### config.mk
export PLATFORM = sky130hd
export DESIGN_NAME = walk_service_controller
export DESIGN_NICKNAME = d
export VERILOG_FILES = /design/src/rtl/walk_service_controller.sv
export SDC_FILE = /design/constraint.sdc
export NUM_CORES = 1
export LEC_CHECK = 0
export BUFFER_PORTS_ARGS = -buffer_cell sky130_fd_sc_hd__buf_2
export CAP_MARGIN = 20
export CORE_ASPECT_RATIO = 0.6
export CORE_MARGIN = 1.5
export CORE_UTILIZATION = 30
export CTS_CLUSTER_DIAMETER = 80
export CTS_CLUSTER_SIZE = 20
export DETAILED_ROUTE_END_ITERATION = 10
export GPL_ROUTABILITY_DRIVEN = 0
export GPL_TIMING_DRIVEN = 1
export PLACE_DENSITY = 0.44
export SLEW_MARGIN = 20
export SYNTH_ARGS = -nofsm -noshare
export SYNTH_HDL_FRONTEND = slang
export SYNTH_SLANG_ARGS = --single-unit
### constraint.sdc
create_clock -name clk -period 3.5 [get_ports clk]
set_input_delay 0.7 -clock clk [delete_from_list [all_inputs] [get_ports clk]]
set_output_delay 0.7 -clock clk [all_outputs]
set_load 0.005 [all_outputs]
### src/rtl/walk_service_controller.sv
// Pedestrian walk service: request a slot, time WALK then flashing DON'T-WALK, release the slot.
// Latency: walk_req 1 cycle after a pending walk is seen with no grant; all outputs registered.
// Backpressure: waits in REQ for walk_ack; ticks are ignored until the grant arrives.
//
// Ports:
//   clk, sys_reset (async, active-low)  - clock and reset
//   tick                                - one-cycle timebase enable
//   walkRegister_status                 - pending-walk flag from the walk register
//   walk_ack                            - grant from the main sequencer (all vehicle heads red)
//   walk_req / walk_done                - slot request / one-cycle release pulse
//   walkRegister_reset                  - one-cycle clear pulse on the first WALK cycle
//   walk_light / dont_walk_light        - pedestrian lamps
//   walk_busy                           - high whenever not idle
module walk_service_controller #(
  parameter int WALK_TIME  = 8,
  parameter int FLASH_TIME = 4,
  parameter int CNT_W      = 8
) (
  input  logic clk,
  input  logic sys_reset,
  input  logic tick,
  input  logic walkRegister_status,
  input  logic walk_ack,
  output logic walk_req,
  output logic walk_done,
  output logic walkRegister_reset,
  output logic walk_light,
  output logic dont_walk_light,
  output logic walk_busy
);

  typedef enum logic [2:0] {
    S_IDLE,
    S_REQ,
    S_WALK,
    S_FLASH,
    S_DONE
  } state_t;

  state_t             state_q, state_d;
  logic [CNT_W-1:0]   cnt_q, cnt_d;
  logic               walk_req_q, walk_req_d;
  logic               walk_done_q, walk_done_d;
  logic               wr_reset_q, wr_reset_d;
  logic               walk_light_q, walk_light_d;
  logic               dont_walk_q, dont_walk_d;
  logic               walk_busy_q, walk_busy_d;

  // Next state and counter. The counter holds "ticks remaining minus one",
  // so the tick that finds it at zero is the last one of the interval.
  always_comb begin
    state_d = state_q;
    cnt_d   = cnt_q;
    case (state_q)
      S_IDLE: begin
        // A grant still held from the previous slot blocks a new request.
        if (walkRegister_status && !walk_ack) state_d = S_REQ;
      end
      S_REQ: begin
        if (walk_ack) begin
          state_d = S_WALK;
          cnt_d   = CNT_W'(WALK_TIME - 1);
        end
      end
      S_WALK: begin
        if (tick) begin
          if (cnt_q == '0) begin
            state_d = S_FLASH;
            cnt_d   = CNT_W'(FLASH_TIME - 1);
          end else begin
            cnt_d = cnt_q - CNT_W'(1);
          end
        end
      end
      S_FLASH: begin
        if (tick) begin
          if (cnt_q == '0) state_d = S_DONE;
          else             cnt_d   = cnt_q - CNT_W'(1);
        end
      end
      S_DONE:  state_d = S_IDLE;
      default: state_d = S_IDLE;
    endcase
  end

  // Outputs are decoded from the next state so they register alongside it.
  always_comb begin
    walk_req_d   = (state_d == S_REQ) || (state_d == S_WALK) || (state_d == S_FLASH);
    walk_done_d  = (state_d == S_DONE);
    wr_reset_d   = (state_d == S_WALK) && (state_q == S_REQ);
    walk_light_d = (state_d == S_WALK);
    walk_busy_d  = (state_d != S_IDLE);
    if (state_d == S_FLASH) begin
      // FLASH starts solid, then toggles on every tick that stays in FLASH.
      if (state_q != S_FLASH) dont_walk_d = 1'b1;
      else if (tick)          dont_walk_d = ~dont_walk_q;
      else                    dont_walk_d = dont_walk_q;
    end else begin
      dont_walk_d = (state_d != S_WALK);
    end
  end

  always_ff @(posedge clk or negedge sys_reset) begin
    if (!sys_reset) begin
      state_q      <= S_IDLE;
      cnt_q        <= '0;
      walk_req_q   <= 1'b0;
      walk_done_q  <= 1'b0;
      wr_reset_q   <= 1'b0;
      walk_light_q <= 1'b0;
      dont_walk_q  <= 1'b1;
      walk_busy_q  <= 1'b0;
    end else begin
      state_q      <= state_d;
      cnt_q        <= cnt_d;
      walk_req_q   <= walk_req_d;
      walk_done_q  <= walk_done_d;
      wr_reset_q   <= wr_reset_d;
      walk_light_q <= walk_light_d;
      dont_walk_q  <= dont_walk_d;
      walk_busy_q  <= walk_busy_d;
    end
  end

  assign walk_req           = walk_req_q;
  assign walk_done          = walk_done_q;
  assign walkRegister_reset = wr_reset_q;
  assign walk_light         = walk_light_q;
  assign dont_walk_light    = dont_walk_q;
  assign walk_busy          = walk_busy_q;

endmodule

; Yosys cells after proc, flatten, opt, wreduce, memory -nomap -nowiden
; Cells that the tools add are included.
[op_classes]
addsub = 1
n_mul = 0
div_mod_pow = 0
n_lt_le_gt_ge = 0
n_eq_ne = 14
shift = 0
muxes = 16
bitwise_logic = 1
n_reduce_logical = 10
[ops]
columns = cell, n
row1 = $mux 8, 5
row2 = $pmux 8 s3, 1
row3 = $mux 3, 6
row4 = $eq 3x2->1 const B, 4
row5 = $pmux 3 s4, 1
row6 = $ne 3x2->1 const B, 3
row7 = $logic_not 8->1, 1
row8 = $ne 2x2->1 const B, 4
row9 = $sub 8x1->8 const B, 1
row10 = $eq 3x1->1 const B, 2
row11 = $reduce_bool 3->1, 2
row12 = $reduce_and 5->1, 1
row13 = $eq 3x3->1 const B, 1
row14 = $logic_not 3->1, 1
row15 = $mux 1, 3
row16 = $logic_and 1x1->1, 2
row17 = $logic_or 1x1->1, 2
row18 = $logic_not 1->1, 1
row19 = $not 1->1, 1
[totals]
register_bits = 17
latch_bits = 0
mem_bits_rw = 0
romBits = 0
input_bits = 5
output_inout_bits = 6
wordCells = 50
n_memories = 0

; Longest topological paths before layout
; Gate-level depths: netlist (run 1).
[depth]
ltp_word = 7
depth_mapped = 7
depth_no_buf = 6

; Least setup slack after synthesis (run 1)
; Ideal clock, no wire load.
[synth_timing]
path_kind = reg2reg
start = reg cnt_q[0]
end = reg cnt_q[3]
setup_ns = 0.077
t_arrival_ns = 1.614
required_time_ns = 3.423
slack_ns = 1.808
path_stages_with_launch = 8
path_buffers = 1
synth_period_minus_slack_ns = 1.692
path_cell_list = dfrtp_1 > inv_1 > ha_1 > nor2b_1 > clkbuf_1 > o2111a_1 > or4_1 > a21oi_1
[synth_between]
elab_chain_len = 4
word_cells_on_any_way = 9
classes_between = add/sub (1) / eq/ne (1) / mux (5) / reduce/logical (2)
[synth_lines]
columns = item, line_no
row1 = from (decl), 41  ; logic [CNT_W-1:0] cnt_q, cnt_d;
row2 = from (signal assigned), 115  ; cnt_q <= cnt_d;
row3 = $sub 8x1->8 or $logic_not 8->1 (tied branches), --
row4 = $mux 8 (on tied branches), "77, 67"
row5 = $mux 8 (on tied branches), "76, 66"
row6 = $pmux 8 s3, 54  ; case (state_q)
; Parallel ways exist; a longest one is shown, timed or not. The select of a mux whose other input is x is not followed.
; A chain may end at the register's enable or synchronous reset.

; Worst setup path after layout (run 1)
[layout_timing]
start = reg cnt_q[0]
end = reg cnt_q[7]
; Same word-level chain as after synthesis.

==> results of run 1 <==
==> flip-flops by register name (all words and copies together) (netlist names) <==
name	flops
cnt_q	8
dont_walk_light	1
state_q	3
walkRegister_reset	1
walk_done	1
walk_req	1
walk_light	1
walk_busy	1
==> power by group through the flow <==
| stage | Combinational, mW | Clock (mW) | Sequential, mW |
|---|---|---|---|
| detailed placement | 0.355 | 0 | 0.368 |
| finish | 0.357 | 0.150 | 0.366 |
| global route | 0.400 | 0.165 | 0.379 |
| floorplan | 0.297 | 0 | 0.329 |
| global placement | 0.359 | 0 | 0.371 |
| CTS | 0.357 | 0.153 | 0.365 |
==> worst paths after layout <==
check / startpoint / endpoint / slack (ns) / cells past startpoint
max: cnt_q[0] / cnt_q[7] / 1.54 / 6
min: sys_reset / state_q[0] / 0.36 / 1
max reg2reg: cnt_q[0] / cnt_q[7] / 1.54 / 6
min reg2reg: cnt_q[0] / cnt_q[0] / 0.50 / 1
max in group asynchronous: sys_reset / dont_walk_light / 2.82 / 1
min in group clk: cnt_q[0] / cnt_q[0] / 0.50 / 1
==> synth_stat cells (2+ instances only) <==
cell	instances
a211oi_1	4
a21oi_1	9
a31o_1	2
a31o_2	2
dfrtp_1	16
inv_1	7
nand2_1	4
nand3b_1	2
nand4_1	4
nor2_1	8
nor2b_1	4
nor3b_1	2
o21ai_0	5
o31ai_1	2
==> worst register-to-register path: stages, from the launching register on <==
cell and delay, ns:
dfrtp_1 0.41, inv_1 0.07, ha_1 0.17, nor2b_1 0.51
o2111ai_2 0.33, a31o_1 0.29, a21oi_1 0.11
==> cell type report <==
type                            instances  area, µm²  area share
Sequential cell                        17      426.7      0.3998
Clock buffer                            4      45.04     0.04220
Tap cell                               42      52.55     0.04924
Multi-Input combinational cell         67      466.7      0.4373
Inverter                                7      26.28     0.02462
Timing Repair Buffer                   10      50.05     0.04689
==> cells by family after synthesis <==
family / after synthesis / share of synthesized area
xor gates and xnor gates: 1 / 0.009249
adders and majority gates: 1 / 0.01321
buffers and inverters: 11 / 0.05680
and+or+nand+nor: 36 / 0.2616
AOI/OAI and AO/OA: 29 / 0.2087
DFF: 17 / 0.4505
==> routing by layer <==
| metal | up-vias | GRT usage | part of all wire |
|---|---|---|---|
| met2 | 24 | 0.1807 | 0.37 |
| met3 | 4 | 0.05252 | 0.064 |
| met1 | 353 | 0.2143 | 0.56 |
| li1 | 374 | - | - |
| met4 | 0 | 0.02500 | 0.0067 |
| met5 | - | 0 | 0 |
==> metrics.txt, run 1 <==
status=complete, no violations; max_cap viols=0; final worst slack=between 1.5 and 2 ns; vias in the first global route=~690; WL final=roughly 2100 µm; non-filler cells, final=147; commonest non-fill, non-tap cell in the layout=dfrtp_1; RSZ-0062 raised after global routing=false; Initial Util=0.3235; PD cells=around 800 mW/mm²; # clock sinks=17; Hold Crit Class=in -> async; DRT Pass-1 Iters=4; first-pass GRT wire length=roughly 3500 µm; ys async rst share=1.000; Die Footprint=0.003515 mm²; design area=about 0.0011 mm²; final core occ=0.3645; post-synth net total=about 100; Final Hold Viols=0; antenna violations before repair=0; gate count after technology mapping=95; root buf cell=clkbuf_8; Hold WS=approximately 0.36 ns; total grt overflow=0; nets=between 100 and 150; Yosys top cell by area=dfrtp_1; Post-Place Worst Slack=1.571 ns; Die W=between 70 and 80 µm; DP Wirelength=1567 µm; Core ar.=between 0.002 and 0.003 mm²; Avg Inst Size Synth=between 9 and 10 µm²; fmax=between 500 and 600 MHz; Power Internal=0.5083 mW; area grow syn2layout=12.68%; Static Leakage=around 0.46 nW; slowest CP cell=nor2b_1; Critical Path End Type=flop; endpoints failing setup=0; # diodes=0; ANT nets after route=0; CP Data Required Time=around 3.7 ns; cts-stage hold buffer count=0; DRC Markers=0; share of layout cells above drive strength 1=0.2000; H-tree depth=1; # resized after CTS=0; Final Skew=between 0.003 and 0.004 ns; critical-path cell list=inv_1 > ha_1 > nor2b_1 > o2111ai_2 > a31o_1 > a21oi_1; Clock Path Buffers=2; sequential share of power=0.419; Slew Limit Fails=0; Clock Latency Late Sink=approximately 0.26 ns; Crit Path Category=reg -> reg; share of the synthesized area in the top cell type=0.4227; WP buf/inv=1; 1st-iter DRT viols=57; Vias=between 700 and 800; placed insts=~140; ys flop type=dfrtp_1; largest net degree at the start of global routing=18; Worst path max stage delay=0.51 ns; slew margin rel.=0.6032; Top delay family on crit path=compound AO/OA/AOI/OAI gates; Setup TNS=0 ns; Num CTS Buffers=3; wire per inst=14.19 µm; I/O pin count=11; #FFs+latches synth=17; Switch Pwr=0.3657 mW; Clk network pwr share=0.172; Sw Share=0.4185; Post-Place Cell Area=0.001022 mm²; I/O Buffers=10; total power=~0.87 mW; fill count=312; most frequent cells in the layout=dfrtp_1, buf_2, a21oi_1; Seq/Total Area, Yosys=0.4505; Post-synth EDFFs=0; Area contributors post-synth=dfrtp_1, a21oi_1, a211oi_1, nor2_1, nand4bb_4; Worst Path Arrival=between 2 and 2.5 ns; Cell Area, Synth=roughly 950 µm²; fin crit share=0.5603; Slew @ Worst Pin=~0.59 ns; CTS tree=yes; CP startpoint kind=flop; chip height=46.53 µm; Comb pwr share=0.409; Yosys warning count=0; GR Util All Layers=0.1392; min Tclk post-route=about 2.0 ns; postcts setup bufs=0; Yosys cell types=38; clock slew seen by the registers of the worst setup and hold paths=around 0.07 ns; Via density=between 5 and 6; peak supply drop=roughly 0.28 mV; critical path fanouts, max=8; FP Rows=15
Note: power is estimated with default switching activity, not from simulation.
==> run 2, diff against run 1 <==
--- a/config.mk
+++ b/config.mk
@@ -15,7 +15,7 @@
 export DETAILED_ROUTE_END_ITERATION = 10
 export GPL_ROUTABILITY_DRIVEN = 0
 export GPL_TIMING_DRIVEN = 1
-export PLACE_DENSITY = 0.44
+export PLACE_DENSITY = 0.45
 export SLEW_MARGIN = 20
 export SYNTH_ARGS = -nofsm -noshare
 export SYNTH_HDL_FRONTEND = slang
==> constraint.sdc (replaced) <==
create_clock -name clk -period 1.6 [get_ports clk]
set_input_delay 0.32 -clock clk [delete_from_list [all_inputs] [get_ports clk]]
set_output_delay 0.32 -clock clk [all_outputs]
set_load 0.005 [all_outputs]
==> run 2 against run 1 <==
Against the previous run:
- first-iteration DRC count grew 25%
- global-route usage is 1.9 points higher
- critical path depth is 2 lower
- combinational power grew to 3.6 times the previous value
- sequential share of layout area shrank 7.6 points
==> metrics.txt, run 2 (synthesis results as in run 1) <==
status=complete, no violations; share of layout cells above drive strength 1=0.4462 (+0.2462); 1st-iter DRT viols=71 (+25%); Critical Path End Type=flop; DRT Pass-1 Iters=4 (unchanged); FP Rows=15 (unchanged); WP buf/inv=0 (-1); endpoints failing setup=0 (unchanged); Num CTS Buffers=3 (unchanged); Final Skew=0.002116 ns (-0.001585 ns); Slew @ Worst Pin=0.3849 ns (-0.2091 ns); origin of the critical flop-to-flop path=state_q[1]; fin crit share=0.9844 (+0.4241); peak supply drop=0.5310 mV (+87%); CP startpoint kind=flop; area grow syn2layout=40.16%; Final Hold Viols=0 (unchanged); I/O pin count=11 (unchanged); GR Util All Layers=0.1582 (+0.01896); Via density=4.983 (-3.0%); Worst Path Arrival=1.75 ns (-0.40 ns); total grt overflow=0 (unchanged); Top delay family on crit path=simple AND/OR/NAND/NOR gates; most frequent cells in the layout=buf_4, dfrtp_1, buf_2; worst r2r path cells=4 (-2); Worst path max stage delay=0.49 ns (-0.02 ns); Die Footprint=0.003515 mm² (unchanged); antenna violations before repair=0 (unchanged); Clock Path Buffers=2 (unchanged); Post-Place Cell Area=0.001175 mm² (+15%); H-tree depth=1 (unchanged); largest net degree at the start of global routing=18 (unchanged); critical path fanouts, max=6 (-2); root buf cell=clkbuf_8; Static Leakage=0.5852 nW (+29%); Crit path depth=4 (-2); clock slew seen by the registers of the worst setup and hold paths=0.06 ns (about the same); Clock Latency Late Sink=0.25 ns (about the same); # diodes=0 (unchanged); design area=0.001328 mm² (+24%); # clock sinks=17 (unchanged); Die W=75.54 µm (unchanged); largest register by flop count=cnt_q; Setup TNS=0 ns (unchanged); fmax=634.9 MHz (+25%); ANT nets after route=0 (unchanged); Multi-input gate area=529.3 µm² (+13%); slowest CP cell=or4_4; hold_sp=walkRegister_status; nets=137 (+22%); Slew Limit Fails=0 (unchanged); setup slack, reg-to-reg=0.02 ns (-1.51 ns); Crit Path Category=reg -> reg; non-filler cells, final=172 (+17%); max_cap viols=0 (unchanged); commonest non-fill, non-tap cell in the layout=buf_4; wire per inst=13.89 µm (-2.1%); fill count=311 (-0.32%); Vias=857 (+14%); FF-to-FF End=cnt_q[3]; Largest register FFs=8 (unchanged); Core ar.=0.002928 mm² (unchanged); worst hold path cell count=3; CP Data Required Time=1.78 ns (-1.91 ns); first-pass GRT wire length=3877 µm (+11%); area occupied by registers=430.4 µm² (+0.88%); DRC Markers=0 (unchanged); Hold Crit Class=in -> reg; CTS tree=yes; critical-path cell list=nand2b_4 > o2111a_1 > or4_4 > a21oi_2; Hold EP=walk_busy; min Tclk post-route=1.575 ns (-0.3862 ns); DP Wirelength=1790 µm (+14%); Initial Util=0.3235 (unchanged); vias in the first global route=801 (+17%); chip height=46.53 µm (unchanged); largest registers=cnt_q x8, state_q x3; placed insts=163 (+14%); RSZ-0062 raised after global routing=true; slew margin rel.=0.7434 (+0.1402); WL final=2389 µm (+15%); PD cells=1766 mW/mm² (+120%); I/O Buffers=10 (unchanged)
## run 2: per-stage QoR
stage / setup WS [ns] / util / power (mW) / hold WS, ns
5_1_grt: -0.02016 / 0.4534 / 2.550 / 0.3843
3_5_place_dp: -0.1480 / 0.4013 / 1.866 / 0.2722
3_3_place_gp: -0.09449 / 0.4013 / 1.858 / 0.2626
6_report: 0.02498 / 0.4534 / 2.345 / 0.3569
4_1_cts: -0.02606 / 0.4342 / 2.236 / 0.3557
2_1_floorplan: -0.02089 / - / 1.373 / 0.02441
## run 2: final cells by class
| cell class | count | area share |
|---|---|---|
| flip-flops and latches | 17 | 0.3242 |
| well taps | 42 | 0.03959 |
| clock buffers | 4 | 0.03393 |
| inverters | 7 | 0.01979 |
| repair buffers | 35 | 0.1838 |
| multi-input cells | 67 | 0.3987 |
## run 2: worst max-delay path by stage
stage	to	startpoint
after global placement	cnt_q[3]	cnt_q[0]
after detailed placement	cnt_q[1]	cnt_q[1]
after global routing	cnt_q[3]	state_q[1]
after CTS	cnt_q[3]	state_q[1]
final	cnt_q[3]	state_q[1]
after floorplan	cnt_q[3]	cnt_q[0]
## run 2: worst register-to-register path, cell delays in order, from the launching register on
cell	delay, ns
dfrtp_2	0.44
nand2b_4	0.18
o2111a_1	0.27
or4_4	0.49
a21oi_2	0.13
## run 2: metal layers
layer	global-route usage	vias to the layer above	part of all wire
met4	0.04286	0	0.0033
li1	-	424	-
met2	0.2211	24	0.40
met1	0.2281	407	0.52
met5	0	-	0
met3	0.05689	2	0.075
## run 2: report_power, final
part	internal, mW	switching, mW	total [mW]	leakage [nW]
sequential	0.601	0.161	0.761	0.201
clock	0.177	0.137	0.314	0.0228
combinational	0.654	0.616	1.27	0.361
total	1.43	0.914	2.34	0.585
## run 2: timing repair
item	in CTS	in global routing
pin swaps	3	8
setup buffers	3	2
resized for setup	8	9
setup endpoints to repair	7	7
hold endpoints to repair	16	0
hold buffers	1	0
